File: src/rtl/rvvi_pkg.sv
// Shared types and record layout helpers for the RVVI retirement scheduler.
package rvvi_pkg;

  localparam int unsigned RVVI_ORDER_W  = 64;
  localparam int unsigned RVVI_FLAG_W   = 7;

  // Bit offsets inside the 7-bit flags field {trap,halt,intr,mode[1:0],ixl[1:0]}.
  localparam int unsigned RVVI_FLG_IXL  = 0;
  localparam int unsigned RVVI_FLG_MODE = 2;
  localparam int unsigned RVVI_FLG_INTR = 4;
  localparam int unsigned RVVI_FLG_HALT = 5;
  localparam int unsigned RVVI_FLG_TRAP = 6;

  typedef enum logic [0:0] {StIdle, StLock} sched_state_e;

  function automatic int unsigned rvvi_rec_w(input int unsigned ilen, input int unsigned xlen);
    return RVVI_ORDER_W + ilen + xlen + RVVI_FLAG_W;
  endfunction

endpackage

File: src/rtl/rvvi_retire_fifo.sv
// Per-hart record FIFO: up to ISSUE compacted writes per cycle, one read per cycle.
module rvvi_retire_fifo #(
  parameter int unsigned ISSUE = 1,
  parameter int unsigned DEPTH = 8,
  parameter int unsigned W     = 32,
  localparam int unsigned AW   = $clog2(DEPTH),
  localparam int unsigned PW   = AW + 1
) (
  input  logic                      clk,
  input  logic                      rst_n,
  input  logic [ISSUE-1:0]          wr_valid,
  input  logic [ISSUE-1:0][W-1:0]   wr_data,
  input  logic                      rd_en,
  output logic                      ready,
  output logic [W-1:0]              head,
  output logic [PW-1:0]             count
);

  logic [W-1:0]             mem [DEPTH];
  logic [PW-1:0]            wptr_q, wptr_d, rptr_q, rptr_d, npush;
  logic [ISSUE-1:0][PW-1:0] wr_pos;
  logic                     wr_en, empty, full;

  assign count = wptr_q - rptr_q;
  assign empty = (wptr_q == rptr_q);
  assign full  = (wptr_q[PW-1] != rptr_q[PW-1]) && (wptr_q[AW-1:0] == rptr_q[AW-1:0]);
  // Readiness only looks at the registered occupancy, never at this cycle's pop.
  assign ready = !full && (count <= PW'(DEPTH - ISSUE));
  assign wr_en = (|wr_valid) && ready;
  assign head  = mem[rptr_q[AW-1:0]];

  // Valid lanes land in consecutive slots in ascending lane order.
  always_comb begin
    npush  = '0;
    wr_pos = '0;
    for (int unsigned i = 0; i < ISSUE; i++) begin
      wr_pos[i] = wptr_q + npush;
      if (wr_valid[i]) npush = npush + 1'b1;
    end
  end

  assign wptr_d = wr_en ? (wptr_q + npush) : wptr_q;
  assign rptr_d = (rd_en && !empty) ? (rptr_q + 1'b1) : rptr_q;

  always_ff @(posedge clk or negedge rst_n) begin
    if (!rst_n) begin
      wptr_q <= '0;
      rptr_q <= '0;
    end else begin
      wptr_q <= wptr_d;
      rptr_q <= rptr_d;
    end
  end

  always_ff @(posedge clk) begin
    for (int unsigned i = 0; i < ISSUE; i++) begin
      if (wr_en && wr_valid[i]) mem[wr_pos[i][AW-1:0]] <= wr_data[i];
    end
  end

endmodule

File: src/rtl/rvvi_retire_scheduler.sv
// Merges per-hart retirement groups into one record stream with round-robin
// arbitration between harts and per-hart order-continuity checking.
module rvvi_retire_scheduler import rvvi_pkg::*; #(
  parameter int unsigned  NHART      = 1,
  parameter int unsigned  ISSUE      = 1,
  parameter int unsigned  ILEN       = 32,
  parameter int unsigned  XLEN       = 32,
  parameter int unsigned  DEPTH      = 8,
  parameter logic [63:0]  ORDER_INIT = 64'd1,
  localparam int unsigned HW         = $clog2(NHART) + 1,
  localparam int unsigned REC_W      = rvvi_rec_w(ILEN, XLEN)
) (
  input  logic                               clk,
  input  logic                               rst_n,
  input  logic [NHART-1:0][ISSUE-1:0]        in_valid,
  input  logic [NHART-1:0][ISSUE-1:0][63:0]  in_order,
  input  logic [NHART-1:0][ISSUE-1:0][ILEN-1:0] in_insn,
  input  logic [NHART-1:0][ISSUE-1:0][XLEN-1:0] in_pc,
  input  logic [NHART-1:0][ISSUE-1:0][6:0]   in_flags,
  output logic [NHART-1:0]                   in_ready,
  output logic                               out_valid,
  input  logic                               out_ready,
  output logic [HW-1:0]                      out_hart,
  output logic [REC_W-1:0]                   out_rec,
  output logic [NHART-1:0]                   err_order,
  output logic [NHART-1:0]                   err_ovf
);

  localparam int unsigned PW = $clog2(DEPTH) + 1;

  sched_state_e                  state_q, state_d;
  logic [HW-1:0]                 grant_q, grant_d, rr_q, rr_d, rr_next, arb_grant;
  logic                          arb_any, handshake;
  logic [NHART-1:0]              pop, avail;
  logic [NHART-1:0][REC_W-1:0]   head;
  logic [NHART-1:0][PW-1:0]      count;
  logic [NHART-1:0][63:0]        exp_q, exp_d;
  logic [NHART-1:0]              err_order_q, err_order_d, err_ovf_q, err_ovf_d;
  int unsigned                   idx;

  for (genvar h = 0; h < NHART; h++) begin : g_hart
    logic [ISSUE-1:0][REC_W-1:0] wr_data;
    for (genvar i = 0; i < ISSUE; i++) begin : g_lane
      assign wr_data[i] = {in_order[h][i], in_insn[h][i], in_pc[h][i], in_flags[h][i]};
    end
    rvvi_retire_fifo #(
      .ISSUE (ISSUE),
      .DEPTH (DEPTH),
      .W     (REC_W)
    ) u_fifo (
      .clk      (clk),
      .rst_n    (rst_n),
      .wr_valid (in_valid[h]),
      .wr_data  (wr_data),
      .rd_en    (pop[h]),
      .ready    (in_ready[h]),
      .head     (head[h]),
      .count    (count[h])
    );
  end

  assign handshake = (state_q == StLock) && out_ready;
  assign rr_next   = (grant_q == HW'(NHART - 1)) ? '0 : grant_q + 1'b1;
  assign rr_d      = handshake ? rr_next : rr_q;

  // Availability excludes the record being popped now so a hand-off can re-arbitrate at once.
  always_comb begin
    pop   = '0;
    avail = '0;
    for (int unsigned h = 0; h < NHART; h++) begin
      pop[h]   = handshake && (grant_q == HW'(h));
      avail[h] = count[h] > {{(PW-1){1'b0}}, pop[h]};
    end
  end

  always_comb begin
    arb_any   = 1'b0;
    arb_grant = '0;
    idx       = 0;
    for (int unsigned k = 0; k < NHART; k++) begin
      idx = (32'(rr_d) + k) % NHART;
      if (!arb_any && avail[idx]) begin
        arb_any   = 1'b1;
        arb_grant = HW'(idx);
      end
    end
  end

  always_ff @(posedge clk or negedge rst_n) begin
    if (!rst_n) begin
      state_q <= StIdle;
      grant_q <= '0;
    end else begin
      state_q <= state_d;
      grant_q <= grant_d;
    end
  end

  always_comb begin
    state_d = state_q;
    grant_d = grant_q;
    unique case (state_q)
      StIdle: begin
        if (arb_any) begin
          state_d = StLock;
          grant_d = arb_grant;
        end
      end
      StLock: begin
        if (handshake) begin
          if (arb_any) grant_d = arb_grant;
          else         state_d = StIdle;
        end
      end
      default: state_d = StIdle;
    endcase
  end

  always_comb begin
    out_valid = (state_q == StLock);
    out_hart  = out_valid ? grant_q : '0;
    out_rec   = out_valid ? head[grant_q] : '0;
  end

  // A mismatch resyncs the expectation to the observed order, so both paths load order+1.
  always_comb begin
    exp_d       = exp_q;
    err_order_d = err_order_q;
    err_ovf_d   = err_ovf_q;
    for (int unsigned h = 0; h < NHART; h++) begin
      if (pop[h]) begin
        if (head[h][REC_W-1 -: 64] != exp_q[h]) err_order_d[h] = 1'b1;
        exp_d[h] = head[h][REC_W-1 -: 64] + 64'd1;
      end
      if ((|in_valid[h]) && !in_ready[h]) err_ovf_d[h] = 1'b1;
    end
  end

  always_ff @(posedge clk or negedge rst_n) begin
    if (!rst_n) begin
      rr_q        <= '0;
      exp_q       <= {NHART{ORDER_INIT}};
      err_order_q <= '0;
      err_ovf_q   <= '0;
    end else begin
      rr_q        <= rr_d;
      exp_q       <= exp_d;
      err_order_q <= err_order_d;
      err_ovf_q   <= err_ovf_d;
    end
  end

  assign err_order = err_order_q;
  assign err_ovf   = err_ovf_q;

endmodule
File: config.mk
export PLATFORM = sky130hd
export DESIGN_NAME = rvvi_retire_scheduler
export DESIGN_NICKNAME = d
export VERILOG_FILES = /design/src/rtl/rvvi_pkg.sv /design/src/rtl/rvvi_retire_fifo.sv /design/src/rtl/rvvi_retire_scheduler.sv
export SDC_FILE = /design/constraint.sdc
export NUM_CORES = 1
export LEC_CHECK = 0
export CORE_MARGIN = 2
export CORE_UTILIZATION = 64
export DETAILED_ROUTE_END_ITERATION = 8
export GPL_TIMING_DRIVEN = 0
export HOLD_SLACK_MARGIN = 0.03
export PLACE_DENSITY_LB_ADDON = 0.08
export SLEW_MARGIN = 10
export SYNTH_ARGS = -nofsm -noshare
export SYNTH_HDL_FRONTEND = slang
export SYNTH_HIERARCHICAL = 1
export SYNTH_SLANG_ARGS = --single-unit
File: constraint.sdc
create_clock -name clk -period 36 [get_ports clk]
set_input_delay 7.2 -clock clk [delete_from_list [all_inputs] [get_ports clk]]
set_output_delay 7.2 -clock clk [all_outputs]
set_load 0.005 [all_outputs]
# ---- After elaboration in Yosys (flattened, before gate mapping)
# Memories as Yosys holds them, arrays and structs flattened.
# Index checks and enable logic that the tools add are counted.
dict set report word_totals {
  in_bits 139
  ff_bits 76
  n_memories 1
  out_inout_bits 140
  ramBits 1080
  elab_cells 47
}
# name depth width read_ports rd_ports_with_merged_regs write_ports line
set mem_list {}
lappend mem_list {{g_hart[0].u_fifo.mem} 8 135 1 0 1 rvvi_retire_fifo.sv:19} ;# logic [W-1:0] mem [DEPTH];
dict set report op_classes {
  addsub 4
  n_eq_ne 5
  n_reduce_logical 12
  n_lt_le_gt_ge 3
  muxes 13
  n_bitwise 2
}
# operator n
set op_table {}
lappend op_table {{135-bit two-way mux} 2}
lappend op_table {{64-bit by 1-bit adder with 64-bit output (second input constant)} 1}
lappend op_table {{64-bit != test} 1}
lappend op_table {{1-bit two-way mux} 9}
lappend op_table {{1-bit logical AND} 8}
lappend op_table {{4-bit by 1-bit adder with 4-bit output (second input constant)} 1}
lappend op_table {{4-bit adder} 1}
lappend op_table {{4-bit equality test} 1}
lappend op_table {{4-bit by 1-bit greater-than comparator with 1-bit output} 1}
lappend op_table {{4-bit by 3-bit less-or-equal comparator with 1-bit output (second input constant)} 1}
lappend op_table {{1-bit one-hot mux with 2 select lines} 2}
lappend op_table {{4-bit subtractor} 1}
lappend op_table {{3-bit equality test} 1}
lappend op_table {{1-bit zero test} 3}
lappend op_table {{2-bit by 1-bit != test with 1-bit output (second input constant)} 1}
lappend op_table {{1-bit NOT} 2}
lappend op_table {{2-bit AND reduction} 1}
lappend op_table {{1-bit < comparator (second input constant)} 1}
lappend op_table {{1-bit != test} 1}

# ---- Logic depth before layout (Yosys ltp)
dict set report depth {
  depth_word 8
  mapped_depth 14
}

# ---- Modules after synthesis
# Netlist, hierarchy kept.
# mod n_inst seq_area_each_um2 cells_each area_per_inst_um2
set modules_own_cells {}
lappend modules_own_cells {rvvi_retire_fifo 1 32631.3 1922 41140.7}
lappend modules_own_cells {rvvi_retire_scheduler 1 1702.9 679 5496.5}

# ---- Worst setup path before layout
# No wires, ideal clock.
dict set report synth_path {
  kind {input to register}
  from {in in_valid}
  to {mem g_hart[0].u_fifo/mem[1][0] (netlist bit) (enable)}
  t_required_ns 35.040
  setup_slack_ns 14.730
  path_stages 3
  arrival_ns 20.311
  path_cell_list {clkbuf_1 > nand2_1 > nor4_1}
}
dict set report synth_between {
  elab_chain_len 4
}
# element line
set synth_rtl {}
lappend synth_rtl {{start, declared} rvvi_retire_scheduler.sv:15} ;# input logic [NHART-1:0][ISSUE-1:0] in_valid,
lappend synth_rtl {{1-bit logical AND} rvvi_retire_fifo.sv:29} ;# assign wr_en = (|wr_valid) && ready;
lappend synth_rtl {{1-bit logical AND (*)} rvvi_retire_fifo.sv:57} ;# if (wr_en && wr_valid[i]) mem[wr_pos[i][AW-1:0]] <= wr_data[i];
lappend synth_rtl {{1-bit two-way mux (*)} rvvi_retire_fifo.sv:57}
lappend synth_rtl {{1-bit two-way mux (implied by the code) (*)} rvvi_retire_fifo.sv:57}
lappend synth_rtl {{end, declared} rvvi_retire_fifo.sv:19}
# Mark *: on every way between the ends. The rest lies on a longest branch, timed or not.

==> results.txt <==
Syn nets - 2749
CP top delay family - buffers and inverters
Crit-path max cell delay - 0.79 ns
Num CTS Buffers - 109
Fin. Hold Viols - 0
Fin crit share - 0.317
Post-synthesis area per instance - 17.9 µm²
Crit path top cell by count - clkbuf_1
RSZ-0062 raised after global routing - false
Nets - 3309
Critical path, cell by cell - inv_2 -> clkbuf_1 -> clkbuf_1 -> nand2_1 -> nand2_1 -> clkbuf_1 -> and2_1 -> clkdlybuf4s50_1
Number of synthesized flops with an enable pin - 1080
Fmax achieved - 87.7 MHz
Core Area - 71900 µm²
Worst EP arrival - 4.20 ns
Crit end category - primary output
Sequential power share - 0.359
Top-area cell type share of the netlist area - 0.695
Setup CP Type - register to primary output
Largest net degree at the start of global routing - 53
Starting Density - 0.649
Root buf cell - clkbuf_16
Initial antenna violation count - 15
Area Overhead vs Synth - 19.2%
Post-Route WL - 113 mm
Top fanout value on the critical path - 10
Cell Rows - 98
Max cap viols - 0
Status - finished, final reports clean
Unique masters post-synth - 55
Sequential fraction of the synthesis area - 0.736
Req. time, crit path - 28.80 ns
Max-slew violation count - 0
Tmin final - 11.40 ns
Routed Antenna Nets - 0
FILL cells - 4004
Worst path bufs/invs - 5
Iteration-0 DRC count of the detailed router - 2977
Crit start category - register
Clock Latency Late Sink - 0.68 ns
Total Routing Usage GR - 0.307
H-tree depth - 3
1st-pass router iterations - 5
Post-synthesis instance total - 2601
Via-per-instance ratio - 6.20
YS warnings - 6
Die H - 274 µm
Most frequent cell after synthesis - edfxtp_1
Port-buffer cells - 278
Commonest cells post-synth - 1080 x edfxtp_1, 507 x nand2_1, 270 x mux4_2, 138 x and2_1, 114 x xnor2_1
#FFs+latches synth - 1156
Sink Count - 1156
GP Congestion - 0.904
LEAKAGE - 18.9 nW
Clock Skews - 0.0230 ns
Main synth FF type - edfxtp_1
Asr flop ratio synth - 0.0657
Net Sw Power - 1.63 mW
WL per Instance - 26.9 µm
Clock Path Buffers - 3
Worst slew pin tran - 1.13 ns
First-pass GRT wire length - 167 mm
Top post-synthesis cells by area - edfxtp_1 70%, mux4_2 13%, nand2_1 4.1%, dfrtp_1 4.0%, xnor2_1 2.1%
Total power - 4.85 mW
Hold crit path type - register to register
Hold Buf Count CTS - 0
Routed vias - 26000
Gr ovfl total - 0
Num ports - 279
Worst VDD drop - 0.0718 mV
Switching part of the total - 0.336
Clk pwr share - 0.229
Die X - 274 µm
PostCTS Resize Cnt - 0
CTS tree - done
Internal Power - 3.22 mW
DRC - 0
CP max stage cell - clkbuf_1
Clk pin slew, worst setup/hold paths - 0.06 ns
Combinational power share - 0.412
Die area - 75000 µm²
Yosys top cell by area - edfxtp_1
HPWL Detailed - 77.8 mm
Mapped cell area - 46600 µm²
Vias in the first global route - 26700
Worst slew margin - 0.249
Layout cells sized above 1 - 0.211
Post-CTS setup buffer count - 0
Pwr/cell area - 87.2 nW/µm²
Setup violations, final - 0
Setup tns final - 0 ns
registers in the layout (all words and copies together), names as in the netlist:
register	flops
exp_q	64
g_hart.u_fifo/wptr_q	4
grant_q	1
err_order	1
out_valid	1
g_hart.u_fifo/rptr_q	4
err_ovf	1
g_hart.u_fifo/mem	1080
area by class of cell:
| type | instances | area [µm²] | area share |
|---|---|---|---|
| Sequential cell | 1156 | 34300 | 0.618 |
| Multi-Input combinational cell | 1291 | 11600 | 0.209 |
| Timing Repair Buffer | 449 | 4260 | 0.0767 |
| Clock buffer | 138 | 2890 | 0.0519 |
| Tap cell | 950 | 1190 | 0.0214 |
| Buffer | 135 | 651 | 0.0117 |
| Clock inverter | 56 | 553 | 0.00995 |
| Inverter | 19 | 71.3 | 0.00128 |
| Antenna cell | 6 | 15.0 | 0.000270 |
worst reg2reg max path: cells and delay by family (launching register included):
family	cells	cell delay, ns
buf+inv	10	2.63
compound gates	2	0.34
simple gates	2	0.92
flops	1	0.37
fa+ha+maj	1	0.32
routing by layer:
metal  wire [µm]  vias up  global-route usage
met5         112        -                   0
li1            -    11100                   -
met4        3150       16               0.101
met1       42900    13400               0.421
met3        9380      206              0.0545
met2       57400     1244               0.511
cells in the final DEF, fill, tap and decap left out, types with 8 or more instances in the layout:
| cell | synthesis | final |
|---|---|---|
| buf_2 | 41 | 53 |
| nor3_1 | 20 | 14 |
| nand4_1 | 30 | 30 |
| clkdlybuf4s50_1 | 0 | 277 |
| clkbuf_16 | 0 | 110 |
| clkinv_2 | 0 | 19 |
| clkbuf_1 | 60 | 84 |
| nor4_1 | 19 | 17 |
| nand3_1 | 23 | 23 |
| buf_1 | 21 | 21 |
| bufinv_16 | 0 | 8 |
| inv_1 | 18 | 18 |
| dfrtp_1 | 75 | 75 |
| o21ai_1 | 15 | 15 |
| ha_1 | 8 | 8 |
| and2_1 | 138 | 138 |
| mux4_2 | 270 | 270 |
| nor2_1 | 20 | 20 |
| nand2_1 | 507 | 507 |
| edfxtp_1 | 1080 | 1080 |
| xor2_1 | 17 | 17 |
| clkinv_1 | 0 | 16 |
| nor3_2 | 6 | 12 |
| buf_6 | 12 | 60 |
| o21ai_0 | 49 | 49 |
| xnor2_1 | 114 | 114 |
| buf_4 | 0 | 107 |
logic make-up after synthesis:
logic type / Yosys count / share of synthesized area
AO/OA/AOI/OAI: 79 / 0.00923
XOR/XNOR: 132 / 0.0250
AND/OR/NAND/NOR: 801 / 0.0812
adder cells (fa/ha/maj): 9 / 0.00258
multiplexers: 270 / 0.130
buffers and inverters: 154 / 0.0155
flip-flops: 1156 / 0.736
power groups by stage:
stage	sequential (mW)	clock [mW]	combinational (mW)
4_1_cts	1.74	1.12	2.00
6_report	1.74	1.11	2.00
3_5_place_dp	1.77	0	1.98
2_1_floorplan	1.81	0	1.11
3_3_place_gp	1.89	0	1.88
5_1_grt	1.76	1.17	2.12
final timing paths:
kind | start | end | slack (ns) | cells past startpoint
worst min register to register | exp_q[0] | exp_q[0] | 0.49 | 2
max in group asynchronous | rst_n | g_hart[0].u_fifo/wptr_q[0] | 28.92 | 2
worst min-delay path | exp_q[0] | exp_q[0] | 0.49 | 2
worst max register to register | g_hart[0].u_fifo/rptr_q[1] | g_hart[0].u_fifo/mem[2][86] | 31.12 | 15
min in group asynchronous | rst_n | exp_q[22] | 6.44 | 1
worst max-delay path | g_hart[0].u_fifo/rptr_q[2] | out_rec[101] | 24.60 | 8
metrics by stage:
step | area, µm² | hold WS [ns] | cells | utilization | setup WS, ns
final | 55600 | 0.492 | 4200 | 0.774 | 24.60
after global routing | 55600 | 0.526 | 4198 | 0.774 | 24.50
after CTS | 55600 | 0.499 | 4194 | 0.773 | 24.63
after detailed placement | 52100 | 0.490 | 4000 | 0.726 | 25.35
after global placement | 50600 | 0.442 | 3829 | 0.704 | 0.696
after floorplan | 46600 | 0.451 | 2601 | - | 14.73
(Power assumes the default switching activity.)
